<file path="config.mk">
export PLATFORM = sky130hd
export DESIGN_NAME = bram_arbiter
export DESIGN_NICKNAME = d
export VERILOG_FILES = /design/src/rtl/bram_arbiter.sv
export SDC_FILE = /design/constraint.sdc
export NUM_CORES = 1
export LEC_CHECK = 0
export BUFFER_PORTS_ARGS = -buffer_cell sky130_fd_sc_hd__buf_2
export CORE_AREA = 8 8 151 153
export DETAILED_ROUTE_END_ITERATION = 8
export DIE_AREA = 0 0 159 161
export PLACE_DENSITY_LB_ADDON = 0.15
export RECOVER_POWER = 25
export SLEW_MARGIN = 0
export SYNTH_ARGS = -nofsm -noshare
export SYNTH_HDL_FRONTEND = slang
export SYNTH_SLANG_ARGS = --single-unit
</file>
<file path="constraint.sdc">
create_clock -name clk -period 7.3 [get_ports clk]
set_input_delay 0.365 -clock clk [delete_from_list [all_inputs] [get_ports clk]]
set_output_delay 0.365 -clock clk [all_outputs]
set_load 0.02 [all_outputs]
</file>
<file path="src/rtl/bram_arbiter.sv">
// Round-robin arbiter sharing one BRAM controller user port among NUM_REQ requesters.
// Reads are tagged with the requester index and the returned data is routed back to it.
module bram_arbiter #(
  parameter int NUM_REQ    = 4,
  parameter int IDX_WIDTH  = 2,
  parameter int DAT_WIDTH  = 32,
  parameter int ADDR_WIDTH = 32,
  parameter int RD_LAT     = 1
) (
  input  logic                          clk,
  input  logic                          rst,
  input  logic                          en,
  input  logic [NUM_REQ-1:0]            req,
  input  logic [NUM_REQ-1:0]            req_wr,
  input  logic [NUM_REQ*ADDR_WIDTH-1:0] req_addr,
  input  logic [NUM_REQ*DAT_WIDTH-1:0]  req_wdat,
  output logic [NUM_REQ-1:0]            gnt,
  output logic [DAT_WIDTH-1:0]          rdat,
  output logic [NUM_REQ-1:0]            rval,
  output logic                          err,
  output logic [ADDR_WIDTH-1:0]         ctl_addr,
  output logic                          ctl_wren,
  output logic [DAT_WIDTH-1:0]          ctl_idat,
  output logic                          ctl_rden,
  input  logic [DAT_WIDTH-1:0]          ctl_odat,
  input  logic                          ctl_oval
);

  logic [IDX_WIDTH-1:0]  r_ptr;
  logic [ADDR_WIDTH-1:0] r_ctl_addr;
  logic [DAT_WIDTH-1:0]  r_ctl_idat;
  logic                  r_ctl_wren;
  logic                  r_ctl_rden;
  logic [IDX_WIDTH-1:0]  r_iss_idx;
  logic [DAT_WIDTH-1:0]  r_rdat;
  logic [NUM_REQ-1:0]    r_rval;
  logic                  r_err;

  logic                  r_tag_vld [RD_LAT];
  logic [IDX_WIDTH-1:0]  r_tag_idx [RD_LAT];

  logic [IDX_WIDTH:0]    w_sum  [NUM_REQ];
  logic [IDX_WIDTH:0]    w_wrap [NUM_REQ];
  logic [IDX_WIDTH-1:0]  w_cand [NUM_REQ];
  logic [NUM_REQ-1:0]    w_gnt;
  logic [IDX_WIDTH-1:0]  w_gnt_idx;
  logic                  w_any;

  // Candidate k in search order is (ptr + k) mod NUM_REQ.
  generate
    for (genvar gi = 0; gi < NUM_REQ; gi++) begin : g_cand
      assign w_sum[gi]  = {1'b0, r_ptr} + (IDX_WIDTH+1)'(gi);
      assign w_wrap[gi] = w_sum[gi] - (IDX_WIDTH+1)'(NUM_REQ);
      assign w_cand[gi] = (w_sum[gi] >= (IDX_WIDTH+1)'(NUM_REQ)) ?
                          w_wrap[gi][IDX_WIDTH-1:0] : w_sum[gi][IDX_WIDTH-1:0];
    end
  endgenerate

  always_comb begin
    w_gnt     = '0;
    w_gnt_idx = '0;
    w_any     = 1'b0;
    if (en) begin
      for (int k = 0; k < NUM_REQ; k++) begin
        if (!w_any && req[w_cand[k]]) begin
          w_any            = 1'b1;
          w_gnt_idx        = w_cand[k];
          w_gnt[w_cand[k]] = 1'b1;
        end
      end
    end
  end

  always_ff @(posedge clk) begin
    if (rst) begin
      r_ptr      <= '0;
      r_ctl_addr <= '0;
      r_ctl_idat <= '0;
      r_ctl_wren <= 1'b0;
      r_ctl_rden <= 1'b0;
      r_iss_idx  <= '0;
    end else if (w_any) begin
      r_ptr      <= (w_gnt_idx == IDX_WIDTH'(NUM_REQ-1)) ? '0 : w_gnt_idx + IDX_WIDTH'(1);
      r_ctl_addr <= req_addr[w_gnt_idx*ADDR_WIDTH +: ADDR_WIDTH];
      r_ctl_idat <= req_wdat[w_gnt_idx*DAT_WIDTH +: DAT_WIDTH];
      r_ctl_wren <= req_wr[w_gnt_idx];
      r_ctl_rden <= ~req_wr[w_gnt_idx];
      r_iss_idx  <= w_gnt_idx;
    end else begin
      r_ctl_wren <= 1'b0;
      r_ctl_rden <= 1'b0;
    end
  end

  // Stage 0 loads one cycle after rden, so the head lines up with oval RD_LAT cycles later.
  generate
    for (genvar gi = 0; gi < RD_LAT; gi++) begin : g_tag
      always_ff @(posedge clk) begin
        if (rst) begin
          r_tag_vld[gi] <= 1'b0;
          r_tag_idx[gi] <= '0;
        end else begin
          if (gi == 0) begin
            r_tag_vld[gi] <= r_ctl_rden;
            r_tag_idx[gi] <= r_iss_idx;
          end else begin
            r_tag_vld[gi] <= r_tag_vld[(gi == 0) ? 0 : gi-1];
            r_tag_idx[gi] <= r_tag_idx[(gi == 0) ? 0 : gi-1];
          end
        end
      end
    end
  endgenerate

  always_ff @(posedge clk) begin
    if (rst) begin
      r_rdat <= '0;
      r_rval <= '0;
      r_err  <= 1'b0;
    end else begin
      r_rval <= '0;
      if (ctl_oval) begin
        if (r_tag_vld[RD_LAT-1]) begin
          r_rdat <= ctl_odat;
          r_rval <= NUM_REQ'(1) << r_tag_idx[RD_LAT-1];
        end else begin
          r_err <= 1'b1;
        end
      end
    end
  end

  assign gnt      = w_gnt;
  assign rdat     = r_rdat;
  assign rval     = r_rval;
  assign err      = r_err;
  assign ctl_addr = r_ctl_addr;
  assign ctl_idat = r_ctl_idat;
  assign ctl_wren = r_ctl_wren;
  assign ctl_rden = r_ctl_rden;

endmodule

</file>
* Word-level counts from Yosys, hierarchy flattened
Memories as Yosys holds them, arrays and structs flattened.
Index checks and enable logic that the tools add are counted.
** Word-level totals
- Latch bits :: 0
- Output and inout port bits :: 107
- ROM bits :: 0
- Bits in registers :: 107
- Input bits :: 300
- Word-level logic and storage cells :: 110
- Memories kept :: 2
- RAM bits :: 3
** Cells by class
- Eq/ne operators :: 1
- Shifts and indexed selects :: 3
- Magnitude comparators :: 13
- Multipliers :: 0
- Divide/modulo/power cells :: 0
- Reduce and logical (&&, ||, !) cells :: 16
- Muxes and demuxes :: 51
- Bitwise gates (word level) :: 7
- Add/subtract/negate cells :: 8
** Memories
- r_tag_idx :: words 1, bits a word 2, read ports 1, clocked after memory_dff 0, write ports 1, RTL line 40 : logic [IDX_WIDTH-1:0] r_tag_idx [RD_LAT];
- r_tag_vld :: words 1, bits a word 1, read ports 1, clocked after memory_dff 0, write ports 1, RTL line 39 : logic r_tag_vld [RD_LAT];
** Operators with widths (count)
- $shiftx 128x8->32 :: 2
- $mux 4 :: 8
- $mux 1 :: 23
- $mux 2 :: 11
- $lt 2x3->1 const B :: 5
- $or 4x4->4 :: 3
- $bmux 1 s2 :: 5
- $ge 3x3->1 const B :: 3
- $demux 1 s2 :: 4
- $ge 2x1->1 const B :: 4
- $sub 2x1->2 const B :: 4
- $logic_and 1x1->1 :: 7
- $add 2x2->3 const B :: 2
- $not 1->1 :: 4
- $reduce_and 2->1 :: 2
- $reduce_or 2->1 :: 2
- $shl 1x2->4 const A :: 1
- $add 2x1->3 const B :: 1
- $ge 2x3->1 const B :: 1
- $logic_not 1->1 :: 3
- $reduce_or 3->1 :: 1
- $add 2x1->2 const B :: 1
- $eq 2x2->1 const B :: 1
- $reduce_or 1->1 :: 1

* Longest topological paths before layout
- Depth in word-level cells :: 21
- Depth in mapped cells :: 13
- Gate-level depth less buffers :: 8

* Least setup slack after synthesis
Ideal clock, no wire load.
- Kind :: reg-to-reg
- Start :: reg r_ptr[0]
- End :: reg r_ctl_addr[0], in the netlist ctl_addr[0]
- Stages on the path, launching flop included :: 13
- Period minus slack after synthesis :: 2.907 ns
- Path buffers :: 4
- Required time :: 7.162 ns
- Setup time :: 0.138 ns
- Slack :: 4.393 ns
- Arrival time :: 2.769 ns
- Cells stage by stage :: dfxtp_1 buf_2 inv_2 ha_1 clkbuf_1 nand2b_1 o221a_2 o311ai_2 nor2b_4 buf_6 buf_8 a22oi_2 o211ai_2
** On the way
- Cells in the longest elaborated chain, start to end :: 19
- Elaborated cells between the ends (all ways) :: 43
- Those cells by class :: add/sub (7); order compare (4); shift (1); mux (25); reduce/logical (6)
** RTL lines
- start, declared :: RTL line 29 : logic [IDX_WIDTH-1:0] r_ptr;
- start signal, assigned :: RTL line 83 : r_ptr <= (w_gnt_idx == IDX_WIDTH'(NUM_REQ-1)) ? '0 : w_gnt_idx + IDX_WIDTH'(1);
- $ge 2x3->1 / $sub 2x1->2 (equally long branches) :: RTL line 54, 53
- $mux 2 :: RTL line 54 : assign w_cand[gi] = (w_sum[gi] >= (IDX_WIDTH+1)'(NUM_REQ)) ?
- $bmux 1 s2 :: RTL line 65 : if (!w_any && req[w_cand[k]]) begin
- $mux 1 (not written as such) :: RTL line 65
- $mux 1 :: RTL line 65
- $mux 1 :: RTL line 63 : if (en) begin
- $logic_not 1->1 :: RTL line 65
- $logic_and 1x1->1 :: RTL line 65
- (+3 left out)
- $logic_and 1x1->1 :: RTL line 65
- $mux 1 :: RTL line 65
- $mux 1 :: RTL line 63
- $logic_not 1->1 :: RTL line 65
- $logic_and 1x1->1 :: RTL line 65
- $mux 2 :: RTL line 65
- $mux 2 :: RTL line 63
- $shiftx 128x8->32 :: RTL line 84 : r_ctl_addr <= req_addr[w_gnt_idx*ADDR_WIDTH +: ADDR_WIDTH];
- end signal, assigned :: RTL line 84
- end, declared :: RTL line 30 : logic [ADDR_WIDTH-1:0] r_ctl_addr;
Several ways; a longest one is shown, not always the timed one. The select of a mux whose other input is x is not followed.
A chain may end at the register's enable or synchronous reset.

* Final worst setup path
- Start :: reg r_ptr[0]
- End :: reg r_ctl_idat[0], in the netlist ctl_idat[0]
** On the way
- Cells in the longest elaborated chain, start to end :: 19
- Elaborated cells between the ends (all ways) :: 43
- Those cells by class :: add/sub (7); order compare (4); shift (1); mux (25); reduce/logical (6)
** RTL lines
- $ge 2x3->1 / $sub 2x1->2 (equally long branches) :: RTL line 54, 53
- $mux 2 :: RTL line 54
- $bmux 1 s2 :: RTL line 65
- $mux 1 (not written as such) :: RTL line 65
- $mux 1 :: RTL line 65
- $mux 1 :: RTL line 63
- $logic_not 1->1 :: RTL line 65
- $logic_and 1x1->1 :: RTL line 65
- (+3 left out)
- $logic_and 1x1->1 :: RTL line 65
- $mux 1 :: RTL line 65
- $mux 1 :: RTL line 63
- $logic_not 1->1 :: RTL line 65
- $logic_and 1x1->1 :: RTL line 65
- $mux 2 :: RTL line 65
- $mux 2 :: RTL line 63
- $shiftx 128x8->32 :: RTL line 85 : r_ctl_idat <= req_wdat[w_gnt_idx*DAT_WIDTH +: DAT_WIDTH];
- end signal, assigned :: RTL line 85
- end, declared :: RTL line 31 : logic [DAT_WIDTH-1:0] r_ctl_idat;
Several ways; a longest one is shown, not always the timed one. The select of a mux whose other input is x is not followed.

==> run summary <==
status: finished with violations
failing checks: capacitance limit, slew limit
Fillers: 2110
Worst Setup End Kind: register
Post-Synthesis Mean Instance Area: 9.930 µm²
Routed WL: 25.65 mm
postcts setup bufs: 0
Wirelength per Cell: 20.12 µm
antenna violations before repair: 6
synthesized instance count: 615
Logic pwr share: 0.328
RSZ-0062 raised after global routing: no
synth warn: 0
Reg power frac: 0.392
switching power: 656.8 µW
Power Total: 1827 µW
Compound-Gate Fraction of Synth Area: 0.3219
CTS tree: built
Via Count: 6062
Tcrit/Tclk final: 0.6163
Overflow after GRT: 0
worst hold path type: in -> reg
power per cell area: 214.3 nW/µm²
Vias per Instance: 4.755
TritonCTS Buffers: 9
Worst Max-Slew Pin Slew: 2.135 ns
Reg clk slew, reported paths: 0.08 ns
Final Hold Viols: 0
fin crit period: 4.499 ns
largest net degree at the start of global routing: 63
top_reg_cell synth: dfxtp_1
sequential cell area fraction in the yosys report: 0.3606
Die Wd: 159 µm
Post-Syn Area: 6107 µm²
CP Max Fanout: 38
dpl cells: 1255
Post-layout nets: 1299
Peak VDD IR: 131.8 µV
Initial Util: 0.2971
die area: 25600 µm²
# Max-Cap Violations: 1
Final TNS setup: 0 ns
DRC Markers: 0
clock share of power: 0.281
max_slew headroom: -0.4231
cell-internal power: 1170 µW
clock root cell: clkbuf_16
vias in the first global route: 6305
Synth top area share: 0.3606
Worst setup SP type: register
Final Wtd Congestion: 0.8116
GRT Total Usage: 0.1903
Switching Share: 0.3595
clock skew: 0.01005 ns
Core ar.: 20560 µm²
P&R area growth vs syn: 39.56%
Final setup viols: 0
Clock Tree Buf Depth: 2
Ports: 407
number of synthesized register bits: 110
Worst Path Required: 7.58 ns
Post-synth EDFFs: 0
post-DP HPWL: 20.27 mm
height of the die: 161 µm
fraction of registers with async set/reset: 0
layout cells sized above 1: 0.5231
fin cells: 1275
utilization after layout: 0.4146
Adder-Cell Fraction of Synth Area: 0.01639
PostCTS Resize Cnt: 0
first-pass GRT wire length: 38.39 mm
# port buffers: 406
clock sinks: 110
largest family of logic cells by synthesized area: compound AO/OA/AOI/OAI gates
DR iter-0 viols: 310
H-tree levels: 3
Slew Limit Fails: 47
Synth area leaders: dfxtp_1 36%, a22oi_2 12%, o211ai_2 12%
Leak Pwr: 0.004056 µW
Distinct cells, synth: 45
clock latency on the worst-skew pair: 0.36 ns
Pre-antenna DRT Iters: 4
# hold bufs at CTS: 0
Simple-Gate Fraction of Synth Area: 0.1274
cell taking the most area after synthesis: dfxtp_1
mux contribution to synthesized area: 0.1192
crit path DAT: 4.78 ns
Rows: 53
Synth Area in XOR/XNOR: 0
Crit Path Class: reg -> reg
Synthesized Nets: 923
fmax: 222.3 MHz
DRT antenna net count: 0
-- state kept, by name, summed over array words and instances (netlist names) --
name and cells:
r_iss_idx 2, err 1, rdat 32, rval 4
ctl_wren 1, ctl_rden 1, r_ptr 2, ctl_addr 32
r_tag_vld 1, ctl_idat 32, r_tag_idx 2
-- cell usage after synthesis (all sizes together), types with 8 or more instances --
cell and count:
a21oi 40, a22oi 68, buf 26, clkbuf 25, dfxtp 110, ha 8
mux2i 66, nand2 137, nor2 15, o211ai 65
-- logic make-up after synthesis --
| group | count (synthesis) |
|---|---|
| buffers and inverters | 56 |
| DFF | 110 |
| and+or+nand+nor | 180 |
| muxes | 69 |
| AOI/OAI and AO/OA | 192 |
| adders and majority gates | 8 |
-- worst paths after layout --
| kind | startpoint | endpoint | slack [ns] | cells after the start |
|---|---|---|---|---|
| max | r_ptr[0] | ctl_idat[0] | 2.80 | 10 |
| min | req_wdat[126] | ctl_idat[30] | 0.20 | 3 |
| max reg2reg | r_ptr[0] | ctl_idat[0] | 2.80 | 10 |
| min reg2reg | r_iss_idx[0] | r_iss_idx[0] | 0.45 | 2 |
-- layout by cell type, fill, tap and decap left out, types with 2 or more instances in the layout --
| cell type | instances |
|---|---|
| buf_2 | 362 |
| nand2_1 | 137 |
| dfxtp_1 | 110 |
| mux2i_1 | 66 |
| a22oi_2 | 60 |
| o211ai_2 | 60 |
| clkbuf_1 | 44 |
| a21oi_1 | 38 |
| nor2_1 | 14 |
| buf_4 | 10 |
| clkbuf_16 | 9 |
| a22oi_1 | 8 |
| ha_1 | 8 |
| nand2b_1 | 5 |
| o211ai_1 | 5 |
| diode_2 | 4 |
| inv_1 | 4 |
| a221oi_1 | 4 |
| nand3_1 | 4 |
| nor4b_1 | 3 |
| o21ai_0 | 3 |
| mux4_2 | 3 |
| nor2b_1 | 3 |
| o22ai_1 | 2 |
| nor4_1 | 2 |
| nor2b_4 | 2 |
| and2_1 | 2 |
| nand3b_1 | 2 |
| and3_1 | 2 |
| inv_6 | 2 |
| clkinv_4 | 2 |
-- cell type report --
| class | count | area (µm²) | share of cell area |
|---|---|---|---|
| sequential | 110 | 2202 | 0.2584 |
| timing repair buffer | 416 | 2052 | 0.2408 |
| tap | 275 | 344.1 | 0.04037 |
| clock inverter | 6 | 62.56 | 0.007340 |
| clock buffer | 10 | 239.0 | 0.02804 |
| multi-input combinational | 449 | 3595 | 0.4218 |
| antenna | 4 | 10.01 | 0.001174 |
| inverter | 5 | 18.77 | 0.002202 |
-- stage by stage --
| stage | instance area (µm²) | worst slack (ns) | hold slack [ns] |
|---|---|---|---|
| 2_1_floorplan | 6107 | 4.393 | 0.4289 |
| 3_3_place_gp | 8267 | 2.833 | 0.4397 |
| 3_5_place_dp | 8267 | 2.808 | 0.4436 |
| 4_1_cts | 8568 | 2.778 | 0.1852 |
| 5_1_grt | 8523 | 2.449 | 0.1979 |
| 6_report | 8523 | 2.801 | 0.2032 |
-- per-layer routing --
layer,share of wire,global-route usage,routed length [µm],up-vias
li1,-,-,-,3016
met2,0.49,0.3240,12610,241
met1,0.41,0.2195,10640,2776
met4,0.018,0.06046,468,2
met3,0.075,0.06821,1924,27
met5,0.00039,0,10,-
-- critical path, stage by stage (launching register included) --
cell      delay [ns]
dfxtp_1         0.74
inv_2           0.19
ha_1            0.54
mux4_2          0.46
nand2b_1        0.22
o221ai_4        0.58
nor2b_4         0.26
buf_4           0.42
buf_4           0.64
a22oi_1         0.19
o211ai_1        0.13
-- power groups by stage --
stage | clock [µW] | combinational [µW] | sequential, µW
2_1_floorplan | 0 | 319 | 796
3_3_place_gp | 0 | 611 | 729
3_5_place_dp | 0 | 611 | 726
4_1_cts | 531 | 612 | 715
5_1_grt | 555 | 646 | 725
6_report | 513 | 598 | 715
No activity file was read; power rests on OpenSTA's default activity.
